<file path="config.mk">
export PLATFORM = sky130hd
export DESIGN_NAME = gradient_axis_source
export DESIGN_NICKNAME = d
export VERILOG_FILES = /design/src/rtl/gradient_axis_source.sv
export SDC_FILE = /design/constraint.sdc
export NUM_CORES = 1
export LEC_CHECK = 0
export CAP_MARGIN = 20
export CORE_UTILIZATION = 30
export DETAILED_ROUTE_END_ITERATION = 7
export GPL_ROUTABILITY_DRIVEN = 0
export SLEW_MARGIN = 5
export SYNTH_ARGS = -nofsm -noshare
export SYNTH_HDL_FRONTEND = slang
export SYNTH_SLANG_ARGS = --single-unit
</file>
<file path="constraint.sdc">
create_clock -name clk -period 1.9 [get_ports clk]
set_input_delay 0.19 -clock clk [delete_from_list [all_inputs] [get_ports clk]]
set_output_delay 0.19 -clock clk [all_outputs]
set_load 0.02 [all_outputs]
</file>
<file path="src/rtl/gradient_axis_source.sv">
// Raster-scans a WIDTH x HEIGHT frame, registers gradient pixels onto an AXI4-Stream master, counts clipped beats.
// Latency: start -> RUN next cycle -> first tvalid the cycle after; one beat per cycle with tready high.
// Backpressure: single output register, no skid; while tvalid && !tready the counters and beat hold.
module gradient_axis_source #(
    parameter int WIDTH      = 400,
    parameter int HEIGHT     = 200,
    parameter int CONTINUOUS = 0
) (
    input  logic                      clk,
    input  logic                      rst,
    input  logic                      start,
    output logic [$clog2(WIDTH)-1:0]  x,
    output logic [$clog2(HEIGHT)-1:0] y,
    input  logic [31:0]               pixel_in,
    input  logic                      clipping_in,
    output logic [31:0]               m_axis_tdata,
    output logic                      m_axis_tvalid,
    input  logic                      m_axis_tready,
    output logic                      m_axis_tlast,
    output logic                      m_axis_tuser,
    output logic                      busy,
    output logic                      done,
    output logic [15:0]               clip_count
);

    localparam int XW = $clog2(WIDTH);
    localparam int YW = $clog2(HEIGHT);

    typedef enum logic [1:0] {
        S_IDLE  = 2'd0,
        S_RUN   = 2'd1,
        S_DRAIN = 2'd2
    } state_t;

    state_t          r_state;
    logic [XW-1:0]   r_x;
    logic [YW-1:0]   r_y;
    logic [31:0]     r_tdata;
    logic            r_tvalid;
    logic            r_tlast;
    logic            r_tuser;
    logic            r_busy;
    logic            r_done;
    logic [15:0]     r_clip_count;

    logic            w_load;
    logic            w_x_last;
    logic            w_y_last;
    logic            w_first;

    // The output register may take a new beat when it is empty or being drained this cycle.
    always_comb begin
        w_load   = (r_state == S_RUN) && (!r_tvalid || m_axis_tready);
        w_x_last = (r_x == XW'(WIDTH - 1));
        w_y_last = (r_y == YW'(HEIGHT - 1));
        w_first  = (r_x == '0) && (r_y == '0);
    end

    // Scan FSM, raster counters and AXI-Stream output register in one sequential block.
    always_ff @(posedge clk) begin
        if (rst) begin
            r_state      <= S_IDLE;
            r_x          <= '0;
            r_y          <= '0;
            r_tdata      <= '0;
            r_tvalid     <= 1'b0;
            r_tlast      <= 1'b0;
            r_tuser      <= 1'b0;
            r_busy       <= 1'b0;
            r_done       <= 1'b0;
            r_clip_count <= '0;
        end else begin
            r_done <= 1'b0;
            case (r_state)
                S_IDLE: begin
                    // busy also covers the done cycle, so it only drops here.
                    r_busy <= start;
                    if (start) begin
                        r_state      <= S_RUN;
                        r_x          <= '0;
                        r_y          <= '0;
                        r_clip_count <= '0;
                    end
                end
                S_RUN: begin
                    if (w_load) begin
                        r_tdata  <= pixel_in;
                        r_tvalid <= 1'b1;
                        r_tuser  <= w_first;
                        r_tlast  <= w_x_last;
                        if (clipping_in && (r_clip_count != 16'hFFFF)) begin
                            r_clip_count <= r_clip_count + 16'd1;
                        end
                        if (w_x_last) begin
                            r_x <= '0;
                            if (w_y_last) begin
                                r_y     <= '0;
                                r_state <= S_DRAIN;
                            end else begin
                                r_y <= r_y + YW'(1);
                            end
                        end else begin
                            r_x <= r_x + XW'(1);
                        end
                    end
                end
                S_DRAIN: begin
                    // Wait for the final beat to leave before reporting the frame complete.
                    if (r_tvalid && m_axis_tready) begin
                        r_tvalid <= 1'b0;
                        r_done   <= 1'b1;
                        if (CONTINUOUS != 0) begin
                            r_state      <= S_RUN;
                            r_clip_count <= '0;
                        end else begin
                            r_state <= S_IDLE;
                        end
                    end
                end
                default: begin
                    r_state <= S_IDLE;
                end
            endcase
        end
    end

    assign x             = r_x;
    assign y             = r_y;
    assign m_axis_tdata  = r_tdata;
    assign m_axis_tvalid = r_tvalid;
    assign m_axis_tlast  = r_tlast;
    assign m_axis_tuser  = r_tuser;
    assign busy          = r_busy;
    assign done          = r_done;
    assign clip_count    = r_clip_count;

endmodule

</file>
==> results summary <==
The count of final hold-check violations came out at 0. The normalized max-slew margin is 69.3%. The number of cells in the finished layout apart from fillers came out at 717. The insertion delay to the later sink of the worst-skew pair is 0.36 ns. TritonCTS built the clock tree. The number of buffers inserted during clock tree synthesis is 9. met2 is the most crowded layer. The number of placed cells counting well taps came out at 697. The flow ran to the end, and the final reports show no timing, DRC or antenna violations. The mean number of vias per cell is 5.08. For this design the ratio of total power to cell area is 703 nW/um^2. The number of port buffers came out at 106. The number of pins with negative max-slew slack in the final report is 0.

In the global route stage, met3 resource usage came out at 3.93%. The global-route wire length before repair is 16.9 mm. The leading cell type in the layout, fill and taps excluded is clkdlybuf4s50_1. STA classifies the critical path startpoint as a flip-flop.

At the pin with the least slew margin, the transition time is 0.460 ns. The total core area came out at 10,800 sq um. Summed over all layers, the routed wires come to 10.8 mm.

The post-route cell area came out at 5220 sq um. The antenna diode count came out at 0. The mean post-synth cell area came out at 7.90 sq um. The library cells used most frequently in the layout, excluding fill and tap cells, are clkdlybuf4s50_1, nand2_1, dfxtp_1. The largest clock skew in the final design is 0.00747 ns. The layout overhead on the synthesized area is 55.8%. The sort of element at the end of the critical path is a flip-flop. The number of max-capacitance violations reported came out at 0.

The via count of the first global-routing pass is 3,405. The largest fanout on the critical path came out at 6. The number of inserted filler cells in the final layout came out at 1,079.

In this design, the critical path's most frequently occurring cell is buf_4. The dominant register cell in the synthesized netlist is dfxtp_1. The number of unique standard cell types used by synthesis is 53. The number of buffer and inverter stages on the critical path is 3. The delay of the slowest critical-path stage is 0.36 ns. The critical path in this run is classified as reg -> reg. Across the VDD grid, the largest voltage drop is 0.401 mV. The top-level port count is 107.

Cells fill 48.2% of the core in the end. For this design, the slowest cell found on the critical path is dfxtp_1. The overall routing resource usage is 18.7%.

The longest clock path from root to sink contains 2 buffers. Traced cell by cell, the critical path runs through ha_1 > nand3_2 > buf_4 > nor4_4 > buf_4 > buf_4 > nor4_1 > mux2i_1. The post-DP HPWL came out at 7.72 mm. The clock transition time at the flip-flop clock pins of the worst setup and hold paths came out at 0.08 ns. The met1 usage is 25.5%. The count of nets left with antenna violations once routing finished came out at 0. The post-synth net total came out at 466. For this run, the post-layout net count is 614.

The final routed DRC violation total is 0. The number of antenna violations at the first check in global routing came to 0. The total setup violations reported at the end of the flow came out at 0. The initial cell density of the core came out at 30.9%. The full die area came out at 11,600 sq um. During synthesis, Yosys emitted a total of 0 warnings.

The quantity of hold-fixing buffers added after cts is 0. From left edge to right edge, the die measures 108 microns. The highest clock rate is 545 MHz. The detailed-route via count is 3,640. For met2 alone, demand over resource in global routing was 28.7%. The data required time of the worst path is 2.14 ns. The count of clock tree sinks is 72. The path class of the tightest hold or removal check is in -> reg. The clock tree synthesis step divided the H-tree into 3 levels.

After global routing the overflow that remains totals 0. At the worst endpoint, the arrival time is 2.07 ns. The routed length per instance is 15.1 microns. After layout, the worst path uses 96.5% of the clock period. The post-synthesis cell count came out at 424. OpenSTA, run right after detailed placement, puts the worst setup slack at -0.0900 ns.

Counting I/O delays and the setup requirement, the final critical path takes 1.83 ns. The placement row count came out at 38. The total standard cell area after synthesis is 3350 sq um. The register area share after synthesis came out at 43.0%. The number of enable-type register cells in the synthesized netlist came out at 0. The leakage power came out at 1.88 nW. In this run, synthesis produced a sequential element count of 72. In this design, the largest share of critical-path delay is due to buffers and inverters. The first routing iteration left 177 violations.

The cell sitting at the root of the clock tree is a clkbuf_8. The largest net degree at the start of global routing is 42. For this run, asynchronously set or reset flops after synthesis account for 0%. Across all setup checks in the final design, the least slack found is 0.0666 ns. The instance area after placement is 4910 sq um.

The first-pass iteration count of the detailed router came out at 5. From bottom edge to top edge, the die measures 108 microns. The fraction of final layout cells sized beyond drive strength 1 is 15.8%.
[cells by family (layout without fill, tap and decap cells)]
kind of cell	count (synthesis)	after routing	synth area share (%)
xor gates and xnor gates	6	6	1.57
AOI/OAI and AO/OA	94	94	17.2
muxes	4	4	1.20
DFF	72	72	43.0
and+or+nand+nor	201	201	30.4
adders and majority gates	5	5	1.87
buffers and inverters	42	195	4.78
[layout make-up]
| type | instances | area [sq um] | area share (%) |
|---|---|---|---|
| clock buffers | 10 | 128 | 2.44 |
| clock inverters | 6 | 115 | 2.21 |
| inverters | 16 | 60.1 | 1.15 |
| multi-input cells | 310 | 1790 | 34.3 |
| flip-flops and latches | 72 | 1440 | 27.7 |
| well taps | 140 | 175 | 3.36 |
| repair buffers | 163 | 1510 | 28.9 |
[through the flow]
step	power (mW)	hold slack [ns]	setup TNS, ns
floorplan	1.89	0.326	0
global placement	2.19	0.442	-0.0511
detailed placement	2.20	0.446	-0.274
CTS	3.72	0.237	0
global route	3.85	0.264	-0.00792
finish	3.67	0.254	0
[synthesized netlist by cell type (2+ instances only)]
cell       n  share of area [%]
a211oi_1   2               0.45
a21boi_0   2               0.45
a21oi_1   45                6.7
a31o_2     3               0.78
a31oi_1    5               0.93
and2_1     3               0.56
and3_1     5               0.93
and4_1     2               0.52
buf_2      2               0.30
clkbuf_1  23                2.6
dfxtp_1   72                 43
ha_1       5                1.9
inv_1     16                1.8
mux2i_1    4                1.2
nand2_1   86                9.6
nand2b_1   3               0.56
nand3_1   19                2.8
nand4_1   20                3.7
nor2_1    16                1.8
nor2b_1    2               0.37
nor3_1     8                1.2
nor3b_1    3               0.67
nor4_1     8                1.5
o211ai_1   5                1.1
o21ai_0   12                1.8
o311ai_0   2               0.52
o31ai_1    5                1.1
o41ai_1    2               0.52
or2_2      2               0.37
or3_1      6                1.1
or4_1     10                2.2
xor2_1     5                1.3
[layer usage]
metal	vias to the layer above	part of all wire, %	wire length [microns]
met3	13	5.1	552
met1	1709	46	5000
met2	102	47	5090
met5	-	0	0
met4	0	1.5	165
li1	1816	-	-
[power breakdown]
part	internal [mW]	switching [mW]	total [mW]	leakage, nW
clock network	0.882	0.625	1.51	0.117
registers	1.56	0.0322	1.59	0.586
logic	0.270	0.300	0.570	1.18
[sequential cells by signal (all words and copies together), names as in the netlist]
| name | flops |
|---|---|
| done | 1 |
| y | 8 |
| m_axis_tuser | 1 |
| m_axis_tlast | 1 |
| r_state | 2 |
| m_axis_tvalid | 1 |
| busy | 1 |
| x | 9 |
| m_axis_tdata | 32 |
| clip_count | 16 |
[worst register-to-register path, cell delays in order (launching register included)]
cell and delay [ns]:
dfxtp_1 0.36, ha_1 0.23, nand3_2 0.14, buf_4 0.18, nor4_4 0.30, buf_4 0.21
buf_4 0.12, nor4_1 0.05, mux2i_1 0.13
[timing repair]
| item | in CTS | in global routing |
|---|---|---|
| pin swaps | 0 | 2 |
| endpoints found under the setup margin | 1 | 15 |
| cloned | 0 | 1 |
| resized for setup | 1 | 11 |
| buffers inserted | 0 | 3 |
[worst paths after layout]
kind | startpoint | end | slack [ns] | cells after the start
setup reg to reg | clip_count[0]$_SDFFE_PP0P_ | clip_count[5]$_SDFFE_PP0P_ | 0.07 | 8
hold / removal | rst | clip_count[2]$_SDFFE_PP0P_ | 0.25 | 3
setup / recovery | clip_count[0]$_SDFFE_PP0P_ | clip_count[5]$_SDFFE_PP0P_ | 0.07 | 8
hold reg to reg | m_axis_tdata[11]$_SDFFE_PP0P_ | m_axis_tdata[11]$_SDFFE_PP0P_ | 0.45 | 2
No activity file was read; power rests on OpenSTA's default activity.
